[config.mk]
export PLATFORM = sky130hd
export DESIGN_NAME = ps2_avalon_regs
export DESIGN_NICKNAME = d
export VERILOG_FILES = /design/src/rtl/ps2_pkg.sv /design/src/rtl/ps2_rx_fifo.sv /design/src/rtl/ps2_avalon_regs.sv
export SDC_FILE = /design/constraint.sdc
export NUM_CORES = 1
export LEC_CHECK = 0
export CORE_MARGIN = 5
export CORE_UTILIZATION = 35
export DETAILED_ROUTE_END_ITERATION = 10
export GPL_ROUTABILITY_DRIVEN = 0
export GPL_TIMING_DRIVEN = 0
export PLACE_DENSITY_LB_ADDON = 0.25
export SLEW_MARGIN = 10
export SYNTH_ARGS = -nofsm -noshare
export SYNTH_HDL_FRONTEND = slang
export SYNTH_SLANG_ARGS = --single-unit
[constraint.sdc]
create_clock -name clk -period 3.7 [get_ports clk]
set_input_delay 0.555 -clock clk [delete_from_list [all_inputs] [get_ports clk]]
set_output_delay 0.555 -clock clk [all_outputs]
set_load 0.01 [all_outputs]
[src/rtl/ps2_pkg.sv]
// Shared register map, STATUS/CONTROL bit positions and RX FIFO entry layout
// for the PS/2 Avalon-MM register front-end.
package ps2_pkg;

  localparam logic [1:0] ADDR_DATA    = 2'd0;
  localparam logic [1:0] ADDR_STATUS  = 2'd1;
  localparam logic [1:0] ADDR_CONTROL = 2'd2;
  localparam logic [1:0] ADDR_RSVD    = 2'd3;

  localparam int ST_NOT_EMPTY = 0;
  localparam int ST_FULL      = 1;
  localparam int ST_RXOVF     = 2;
  localparam int ST_TX_BUSY   = 3;
  localparam int ST_TXDONE    = 4;
  localparam int ST_TXFAIL    = 5;
  localparam int ST_TXREJ     = 6;
  localparam int ST_CNT_LSB   = 8;

  localparam int CTL_RX_IRQ_EN = 0;
  localparam int CTL_TX_IRQ_EN = 1;
  localparam int CTL_RX_EN     = 2;

  localparam int ENTRY_W = 9;

  // One FIFO entry: received byte plus its framing error flag.
  typedef struct packed {
    logic       err;
    logic [7:0] data;
  } rx_entry_t;

  // Sticky STATUS flags, grouped so checkers can bind to one signal.
  typedef struct packed {
    logic tx_rej;
    logic tx_fail;
    logic tx_done;
    logic rx_ovf;
  } sticky_t;

endpackage

[src/rtl/ps2_rx_fifo.sv]
// Synchronous first-word-fall-through FIFO; a pop in the same cycle frees a
// slot so a push to a full FIFO is still accepted.
module ps2_rx_fifo #(
  parameter int DEPTH = 16,
  parameter int WIDTH = 9
) (
  input  logic                     clk,
  input  logic                     reset_n,
  input  logic                     push,
  input  logic [WIDTH-1:0]         push_data,
  input  logic                     pop,
  output logic [WIDTH-1:0]         head,
  output logic                     full,
  output logic                     empty,
  output logic [$clog2(DEPTH):0]   count
);

  localparam int AW = $clog2(DEPTH);

  logic [WIDTH-1:0] mem [DEPTH];
  logic [AW-1:0]    wr_ptr;
  logic [AW-1:0]    rd_ptr;
  logic             do_push;
  logic             do_pop;

  assign empty   = (count == '0);
  assign full    = (count == (AW+1)'(DEPTH));
  assign do_pop  = pop && !empty;
  assign do_push = push && (!full || do_pop);
  assign head    = mem[rd_ptr];

  always_ff @(posedge clk) begin
    if (do_push) mem[wr_ptr] <= push_data;
  end

  // Pointers wrap naturally because DEPTH is a power of two.
  always_ff @(posedge clk or negedge reset_n) begin
    if (!reset_n) begin
      wr_ptr <= '0;
      rd_ptr <= '0;
      count  <= '0;
    end else begin
      if (do_push) wr_ptr <= wr_ptr + 1'b1;
      if (do_pop)  rd_ptr <= rd_ptr + 1'b1;
      case ({do_push, do_pop})
        2'b10:   count <= count + 1'b1;
        2'b01:   count <= count - 1'b1;
        default: count <= count;
      endcase
    end
  end

endmodule

[src/rtl/ps2_avalon_regs.sv]
// Avalon-MM register front-end for ps2_core: RX FIFO, STATUS/CONTROL
// registers, sticky flags, TX request handshake and level interrupt.
module ps2_avalon_regs
  import ps2_pkg::*;
#(
  parameter int FIFO_DEPTH = 16,
  parameter int CNT_W      = $clog2(FIFO_DEPTH) + 1
) (
  input  logic        clk,
  input  logic        reset_n,
  input  logic [1:0]  avs_address,
  input  logic        avs_read,
  output logic [31:0] avs_readdata,
  input  logic        avs_write,
  input  logic [31:0] avs_writedata,
  output logic        irq,
  input  logic [7:0]  rx_data,
  input  logic        rx_valid,
  input  logic        rx_err,
  output logic [7:0]  tx_data,
  output logic        tx_start,
  input  logic        tx_busy,
  input  logic        tx_done,
  input  logic        tx_fail
);

  // Handshakes: Avalon reads have fixed latency 1 and writes are always
  // accepted. Toward the core, a DATA write becomes a one-cycle tx_start
  // request only when tx_busy is low and no request is already in flight
  // (tx_start low); otherwise it is dropped and TXREJ is set. tx_done and
  // tx_fail are one-cycle completion pulses from the core.

  logic [CNT_W-1:0]   fifo_count;
  logic               fifo_full;
  logic               fifo_empty;
  logic [ENTRY_W-1:0] fifo_head;
  rx_entry_t          head_entry;

  logic        rd_pop;
  logic        push_req;
  logic        set_ovf;
  logic        wr_data;
  logic        wr_status;
  logic        wr_control;
  logic        tx_accept;
  logic        tx_reject;
  logic [2:0]  ctrl;
  sticky_t     sticky;
  logic [31:0] status_word;
  logic [31:0] rd_mux;
  logic [23:0] unused_wdata;

  assign head_entry = rx_entry_t'(fifo_head);
  assign rd_pop     = avs_read && (avs_address == ADDR_DATA) && !fifo_empty;
  assign push_req   = rx_valid && ctrl[CTL_RX_EN];
  assign set_ovf    = push_req && fifo_full && !rd_pop;
  assign wr_data    = avs_write && (avs_address == ADDR_DATA);
  assign wr_status  = avs_write && (avs_address == ADDR_STATUS);
  assign wr_control = avs_write && (avs_address == ADDR_CONTROL);
  assign tx_accept  = wr_data && !tx_busy && !tx_start;
  assign tx_reject  = wr_data && !tx_accept;
  assign unused_wdata = avs_writedata[31:8];

  ps2_rx_fifo #(
    .DEPTH (FIFO_DEPTH),
    .WIDTH (ENTRY_W)
  ) u_rx_fifo (
    .clk       (clk),
    .reset_n   (reset_n),
    .push      (push_req),
    .push_data ({rx_err, rx_data}),
    .pop       (rd_pop),
    .head      (fifo_head),
    .full      (fifo_full),
    .empty     (fifo_empty),
    .count     (fifo_count)
  );

  always_comb begin
    status_word                      = '0;
    status_word[ST_NOT_EMPTY]        = !fifo_empty;
    status_word[ST_FULL]             = fifo_full;
    status_word[ST_RXOVF]            = sticky.rx_ovf;
    status_word[ST_TX_BUSY]          = tx_busy;
    status_word[ST_TXDONE]           = sticky.tx_done;
    status_word[ST_TXFAIL]           = sticky.tx_fail;
    status_word[ST_TXREJ]            = sticky.tx_rej;
    status_word[ST_CNT_LSB +: 8]     = 8'(fifo_count);
  end

  always_comb begin
    rd_mux = '0;
    case (avs_address)
      ADDR_DATA:    if (!fifo_empty) rd_mux = {22'd0, head_entry.err, 1'b1, head_entry.data};
      ADDR_STATUS:  rd_mux = status_word;
      ADDR_CONTROL: rd_mux = {29'd0, ctrl};
      default:      rd_mux = '0;
    endcase
  end

  // Sticky flags: a set in the same cycle as a write-1-to-clear wins.
  always_ff @(posedge clk or negedge reset_n) begin
    if (!reset_n) begin
      sticky       <= '0;
      ctrl         <= '0;
      tx_data      <= '0;
      tx_start     <= 1'b0;
      avs_readdata <= '0;
      irq          <= 1'b0;
    end else begin
      sticky.rx_ovf  <= set_ovf | (sticky.rx_ovf & ~(wr_status & avs_writedata[ST_RXOVF]));
      sticky.tx_done <= tx_done | (sticky.tx_done & ~(wr_status & avs_writedata[ST_TXDONE]));
      sticky.tx_fail <= (tx_done & tx_fail) |
                        (sticky.tx_fail & ~(wr_status & avs_writedata[ST_TXFAIL]));
      sticky.tx_rej  <= tx_reject | (sticky.tx_rej & ~(wr_status & avs_writedata[ST_TXREJ]));
      if (wr_control) ctrl <= avs_writedata[2:0];
      if (tx_accept)  tx_data <= avs_writedata[7:0];
      tx_start     <= tx_accept;
      avs_readdata <= avs_read ? rd_mux : '0;
      irq          <= (ctrl[CTL_RX_IRQ_EN] & !fifo_empty) | (ctrl[CTL_TX_IRQ_EN] & sticky.tx_done);
    end
  end

endmodule

== Yosys cells after proc, flatten, opt, wreduce, memory -nomap -nowiden ==
Memories as Yosys holds them, arrays and structs flattened.
Index checks and enable logic that the tools add are counted.
Cells by class
  add/sub/neg operators: 4
  eq/ne operators: 5
  mux-type cells: 6
  bitwise gates (word level): 20
  reduce and logical (&&, ||, !) cells: 23
Operators with widths (count)
  $pmux 32 s3: 1
  $mux 32: 1
  $logic_and 1x1->1: 13
  $and 1x1->1: 11
  $mux 10: 1
  $pmux 5 s2: 1
  $add 4x1->4 const B: 2
  $logic_not 1->1: 6
  $add 5x1->5 const B: 1
  $eq 5x5->1 const B: 1
  $logic_not 5->1: 1
  $or 1x1->1: 5
  $sub 5x1->5 const B: 1
  $eq 2x1->1 const B: 2
  $eq 2x2->1 const B: 2
  $not 1->1: 4
  $logic_not 2->1: 1
  $mux 1: 2
  $reduce_bool 2->1: 1
  $logic_or 1x1->1: 1
Word-level totals
  flip-flop bits (word level): 62
  memory bits (writable): 144
  bits of input ports: 51
  output and inout bits: 42
  logic and storage cells: 71
  memories: 1
Memory list
  u_rx_fifo.mem: words 16, bits a word 9, rd ports 1, clocked after memory_dff 0, write ports 1, RTL line ps2_rx_fifo.sv:20  | logic [WIDTH-1:0] mem [DEPTH];

== Logic depth before layout (Yosys ltp) ==
Gate-level depths: netlist of the first run.
  word-level depth: 8
  mapped depth: 10

== Modules after synthesis ==
A second synthesis of the first run with hierarchy kept.
Unflattened totals
  cells, all modules: 450
  area, all modules: 7781.2 um^2
Modules (own cells, without submodules)
  ps2_rx_fifo: instances 1, cells each 335, area each 6388.6 um^2
  ps2_avalon_regs: instances 1, cells each 115, area each 1392.6 um^2

== Worst setup path before layout of the first run ==
OpenSTA, ideal clock, no wires.
  path kind: input to register
  start: input port avs_address[1]
  end: memory u_rx_fifo.mem[4][0] (enable)
  library setup time: 387 ps
  arrival time: 2164 ps
  required time: 3313 ps
  slack: 1149 ps
  stages on the path: 4
  cells stage by stage: or3b_2 > a31oi_4 > nand2_1 > nor3_1
On the way
  word-level cells in the longest chain between the ends: 8
RTL lines
  from (decl): RTL line ps2_avalon_regs.sv:11  | input logic [1:0] avs_address,
  $logic_not 2->1: RTL line ps2_avalon_regs.sv:54  | assign rd_pop = avs_read && (avs_address == ADDR_DATA) && !fifo_empty;
  $logic_and 1x1->1 (2 in series): RTL line ps2_avalon_regs.sv:54
  $logic_and 1x1->1: RTL line ps2_rx_fifo.sv:28  | assign do_pop = pop && !empty;
  $logic_or 1x1->1: RTL line ps2_rx_fifo.sv:29  | assign do_push = push && (!full || do_pop);
  $logic_and 1x1->1: RTL line ps2_rx_fifo.sv:29
  $mux 1: RTL line ps2_rx_fifo.sv:33  | if (do_push) mem[wr_ptr] <= push_data;
  $mux 1 (implied by the code): RTL line ps2_rx_fifo.sv:33
  to (decl): RTL line ps2_rx_fifo.sv:20
Every way passes these cells.

== Final worst setup path of the first run ==
  start: input port avs_read
  end: memory u_rx_fifo.mem[9][3] (enable)
On the way
  word-level cells in the longest chain between the ends: 7
RTL lines
  from (decl): RTL line ps2_avalon_regs.sv:12  | input logic avs_read,
  $logic_and 1x1->1 (2 in series): RTL line ps2_avalon_regs.sv:54
  $logic_and 1x1->1: RTL line ps2_rx_fifo.sv:28
  $logic_or 1x1->1: RTL line ps2_rx_fifo.sv:29
  $logic_and 1x1->1: RTL line ps2_rx_fifo.sv:29
  $mux 1: RTL line ps2_rx_fifo.sv:33
  $mux 1 (implied by the code): RTL line ps2_rx_fifo.sv:33
Every way passes these cells.

==> impl_metrics.tcl, run 1 <==
set metrics [dict create \
    hold_viol 0 \
    areaGrowthSynthToFinish_pct 20.0 \
    max_stage_delay_ps 820 \
    timing.rr.start "u_rx_fifo.count[2]$_DFFE_PN0P_" \
    start_util 0.352 \
    postRouteAntennaNets 0 \
    placement.io_buffers 49 \
    power_density_nw_per_um2 650 \
    design_area_um2 9140 \
    coreArea_um2 21600 \
    maxCapViolations 0 \
    timing.final.crit_share 0.833 \
    worstHoldEndpoint "status_word[2]$_DFF_PN0_" \
    num_rows 54 \
    synthFlopType "edfxtp_1" \
    crit_path_start_kind "input port" \
    min_period_ps 3080 \
    synth-edff-count 144 \
    dpl.hpwl_mm 11.0 \
    p_leak_nw 3.20 \
    placed_area_um2 8590 \
    fin_cells 808 \
    cts_tree "yes" \
    async_flop_share 0.230 \
    hold_depth 2 \
    drc 0 \
    placed_cells 775 \
    dieArea_um2 24800 \
    synth_cell_types 49 \
    io_pins 93 \
    drv_slew 0 \
    rsz0062_at_grt "false" \
    synth-xor-area-share 0.0115 \
    fin_setup_tns_ps 0 \
    slowest_stage "nor2_1" \
    rrSetupSlack_ps 1220 \
    worstRegToRegCells 5 \
    critPathMaxFanout 9 \
    utilization 0.423 \
    grt_usage 0.134 \
    htree_levels 4 \
    status "finished, final reports clean" \
    setup_ws_ps 616 \
    dieWidth_um 157 \
    synth_seq_area_share 0.709 \
    syn_area_um2 7610 \
    grt_pass1_wl_mm 24.5 \
    grt_max_degree 35 \
    yosys.area.top_type "edfxtp_1" \
    hold_class "reg -> reg" \
    crit_type "in -> reg" \
    drive_above_1_share 0.231 \
    avgSynthCellArea_um2 18.0 \
    synth_top_family_by_area "multiplexers" \
    muxShareOfSynthArea 0.132 \
    rr_endpoint "u_rx_fifo.mem[9][3]$_DFFE_PP_" \
    max_freq_mhz 324 \
    synth.most_common_cell "edfxtp_1" \
    cts_root_buf "clkbuf_16" \
    worst_hold_slack_ps 504 \
    grt_pass1_vias 4190 \
    worstPathArrival_ps 3130 \
    synth_compound_area_frac 0.0431 \
    worstPathRequired_ps 3740 \
    ys_seq_elements 187 \
    ys_warn_count 0 \
    yosys.area_share.simple 0.0588 \
    finClkSkew_ps 8.72 \
    die_h_um 157 \
    synthTopCellsByArea "edfxtp_1 57%, dfrtp_1 14%, mux4_2 10%, buf_4 2.0%, mux2_2 1.8%" \
    overflow 0 \
    clk_latency_ps 430 \
    crit_chain "clkdlybuf4s50_1 -> or3b_2 -> a31oi_4 -> nand3b_1 -> nor2_1" \
    syn-instance-count 423 \
    synthAdderAreaFrac 0.00986 \
    post_drt_wl_per_cell_um 19.3 \
    worstMarginPinSlew_ps 1040 \
    min-delay-start "status_word[2]$_DFF_PN0_" \
    antenna_cells 0 \
    nNetsFinal 572 \
    yosysTopAreaCellShare 0.568 \
    clk_pin_slew_ps 70 \
    crit_path_end_kind "flip-flop" \
    setup_viol 0 \
    clockBufferDepth 2 \
    numClockSinks 187 \
    fillCellCount 1911 \
    cts_buffers 17 \
    peakVddDrop_v 0.000252 \
    p_total_mw 5.94 \
    dr.pass1.iters 5 \
    synth_common_cells "144 x edfxtp_1, 43 x dfrtp_1, 35 x mux4_2" \
    post-place-ws_ps 167 \
    via_per_inst 4.86 \
    grt_antenna_before_repair 0 \
    num_vias 3923 \
    slew_headroom 0.306 \
    drtIter0Drc 287 \
    wl_mm 15.6 \
]
[repair_timing]
| item | in CTS | in global routing |
|---|---|---|
| setup endpoints to repair | 0 | 0 |
| hold buffers | 1 | 0 |
| resized for setup | 0 | 0 |
| buffers inserted | 0 | 0 |
| endpoints found under the hold margin | 9 | 0 |
[worst max-delay path, delay by kind of cell]
| kind | cells | cell delay, ps |
|---|---|---|
| AOI/OAI and AO/OA | 1 | 350 |
| buffers and inverters | 1 | 630 |
| and+or+nand+nor | 3 | 1570 |
[final cells by class]
type / instances / area (µm²) / area share
buffer: 39 / 236 / 0.0259
tap: 280 / 350 / 0.0384
clock inverter: 14 / 110 / 0.0121
sequential: 187 / 5400 / 0.591
clock buffer: 18 / 429 / 0.0470
multi-input combinational: 208 / 2040 / 0.223
timing repair buffer: 55 / 546 / 0.0597
inverter: 7 / 26.3 / 0.00288
[per-layer routing]
metal	track usage	routed length, µm	vias up
met3	0.0327	1020	11
met5	0	0	-
met1	0.181	6920	1989
li1	-	-	1802
met2	0.216	7480	121
met4	0.0377	173	0
[how the worst max path moves through the flow]
stage,to,slack [ps],cells past startpoint,from
6_report,u_rx_fifo.mem[9][3]$_DFFE_PP_,620,5,avs_read
5_1_grt,u_rx_fifo.mem[9][3]$_DFFE_PP_,460,5,avs_read
4_1_cts,u_rx_fifo.mem[11][3]$_DFFE_PP_,610,5,avs_read
3_5_place_dp,u_rx_fifo.mem[11][4]$_DFFE_PP_,170,5,avs_read
3_3_place_gp,u_rx_fifo.mem[4][8]$_DFFE_PP_,-340,5,avs_read
2_1_floorplan,u_rx_fifo.mem[4][0]$_DFFE_PP_,1150,4,avs_address[1]
[cell families (layout without fill, tap and decap cells)]
family          after synthesis  in the layout
compound gates               41             41
xor+xnor                     10             10
fa+ha+maj                     6              6
buf+inv                      46            133
flops                       187            187
mux                          52             52
other cells                   1             19
simple gates                 80             80
[flip-flops by register name, indices dropped and copies added, names as in the netlist]
name	cells
ctrl	3
irq	1
u_rx_fifo.count	5
tx_data	8
u_rx_fifo.wr_ptr	4
status_word	4
tx_start	1
u_rx_fifo.rd_ptr	4
avs_readdata	13
u_rx_fifo.mem	144
[where the power goes]
part           internal, mW  switching (mW)  leakage [nW]
clock                 0.874           0.804         0.262
sequential             2.47           0.115          1.83
combinational         0.777           0.890          1.11
[placed cells by master, fill, tap and decap left out, types with 3 or more instances in the layout]
cell type        instances
and2_1                  13
mux2_2                  12
clkbuf_1                11
mux4_2                  35
a22o_1                   9
nand4_1                  3
ha_1                     6
xnor2_1                  7
a22oi_1                 14
nand2_1                 25
nor2_1                   9
clkbuf_16               17
conb_1                  19
nor2b_1                  4
clkdlybuf4s50_1         48
buf_4                   24
inv_6                    6
nor3_2                   4
o21ai_0                  5
buf_2                    7
nand3_1                  7
xor2_1                   3
edfxtp_1               144
inv_1                    7
a21oi_1                  5
dfrtp_1                 43
No activity file was read; power rests on OpenSTA's default activity.
==> run 2, diff against run 1 <==
Clock period 3.7 ns to 2.69 ns, I/O delays scaled along.
==> run 2 against run 1 <==
  * The flow now finishes with violations (setup timing)
  * Clock power rose by 37%
  * Non-clock buffer count did not move
  * Power rose by 38%
  * Critical path depth did not move
  * Via count rose by 0.33%
  * Count of clock-buffer cells in the layout did not move
  * Flip-flop and latch count did not move
  * Cell count did not move
==> impl_metrics.tcl, run 2 (synthesized netlist as in run 1, its figures left out) <==
set metrics [dict create \
    status "finished with violations" \
    violations "setup timing" \
    final_common_cell "edfxtp_1" \
    clockBufferDepth 2 \
    post_cts_buffers 0 \
    postRouteAntennaNets 0 \
    power_density_nw_per_um2 893 \
    io_pins 93 \
    setup_ws_ps -57.1 \
    largestRegisters "u_rx_fifo.mem x144, avs_readdata x13, tx_data x8" \
    maxCapViolations 0 \
    finClkSkew_ps 8.85 \
    fillCellCount 1915 \
    max_stage_delay_ps 630 \
    drc 0 \
    drtIter0Drc 313 \
    num_rows 54 \
    drv_slew 0 \
    rsz0062_at_grt "true" \
    crit_path_end_kind "flip-flop" \
    hold_class "in -> async" \
    htree_levels 4 \
    nNetsFinal 572 \
    final_cell_mix "144 x edfxtp_1, 48 x clkdlybuf4s50_1, 43 x dfrtp_1" \
    hold_viol 0 \
    dr.pass1.iters 5 \
    grt_max_degree 35 \
    drive_above_1_share 0.254 \
    slowest_stage "clkdlybuf4s50_1" \
    grt_pass1_vias 4179 \
    grt_usage 0.133 \
    crit_type "in -> reg" \
    max_freq_mhz 364 \
    critPathMaxFanout 9 \
    dpl.hpwl_mm 11.0 \
    largest_register "u_rx_fifo.mem" \
    start_util 0.352 \
    numClockSinks 187 \
    worstPathRequired_ps 2750 \
    via_per_inst 4.87 \
    worstMarginPinSlew_ps 715 \
    grt_pass1_wl_mm 24.5 \
    p_leak_nw 3.21 \
    coreArea_um2 21600 \
    dieWidth_um 157 \
    fin_setup_tns_ps -827 \
    peakVddDrop_v 0.000346 \
    cts_root_buf "clkbuf_16" \
    clk_pin_slew_ps 70 \
    placement.io_buffers 49 \
    areaGrowthSynthToFinish_pct 20.3 \
    wl_mm 15.6 \
    setup_viol 28 \
    antenna_cells 0 \
    slew_headroom 0.524 \
    crit_chain "clkdlybuf4s50_1 -> or3b_2 -> a31oi_4 -> nand3b_1 -> nor2_2" \
    worstPathArrival_ps 2800 \
    die_h_um 157 \
    cts_buffers 17 \
    cts_tree "yes" \
    post-place-ws_ps -691 \
    post_drt_wl_per_cell_um 19.3 \
    min_period_ps 2750 \
    crit_path_start_kind "input port" \
    overflow 0 \
    largest_register_ffs 144 \
    clk_latency_ps 430 \
    grt_antenna_before_repair 0 \
    dieArea_um2 24800 \
    num_vias 3936 \
    timing.final.crit_share 1.02 \
]
[run 2: cell counts in the layout (fill, tap and decap cells not counted)]
Identical to the previous run, type by type.
[run 2: area by class of cell]
class,count,area [µm²],area share
buffer,39,236,0.0258
clock buffer,18,429,0.0469
clock inverter,14,110,0.0120
inverter,7,26.3,0.00287
multi-input combinational,208,2060,0.225
sequential,187,5400,0.590
tap,280,350,0.0383
timing repair buffer,55,546,0.0596
[run 2: through the flow]
stage          instance area [µm²]  cells  hold slack (ps)   util  total power, mW
5_1_grt                       9160    808              409  0.423             8.60
3_5_place_dp                  8590    775              299  0.397             5.95
6_report                      9160    808              386  0.423             8.17
4_1_cts                       9140    808              391  0.423             8.25
2_1_floorplan                 7680    441              108      -             5.15
3_3_place_gp                  8520    770              486  0.394             5.88
[run 2: layer usage]
metal	GRT usage	wire length [µm]	up-vias
li1	-	-	1804
met1	0.182	7060	2009
met2	0.216	7530	114
met3	0.0327	910	9
met4	0.0336	100	0
met5	0	0	-
[run 2: power breakdown]
part           internal, mW  switching [mW]  total (mW)
registers              3.40           0.158        3.56
logic                  1.07            1.23        2.30
clock network          1.20            1.11        2.31
[run 2: worst max-delay path, delay by kind of cell]
family                 cells  cell delay, ps
AO/OA/AOI/OAI              1             360
buffers and inverters      1             630
AND/OR/NAND/NOR            3            1390
[run 2: what timing repair did]
action,4_1_cts,5_1_grt
hold buffers,1,0
endpoints found under the hold margin,9,0
setup endpoints to repair,53,72
gates resized for setup,4,8
[run 2: path summary, 6_finish.rpt]
check                                                   to                      startpoint  slack, ps  cells after the start
max in group asynchronous        avs_readdata[4]$_DFF_PN0_                         reset_n       1850                      3
hold reg to reg                   status_word[2]$_DFF_PN0_        status_word[2]$_DFF_PN0_        500                      2
setup reg to reg            u_rx_fifo.count[2]$_DFFE_PN0P_  u_rx_fifo.count[1]$_DFFE_PN0P_        300                      8
hold / removal             u_rx_fifo.wr_ptr[3]$_DFFE_PN0P_                         reset_n        390                      2
min in group clk                  status_word[2]$_DFF_PN0_        status_word[2]$_DFF_PN0_        500                      2
setup / recovery             u_rx_fifo.mem[9][3]$_DFFE_PP_                        avs_read        -60                      5
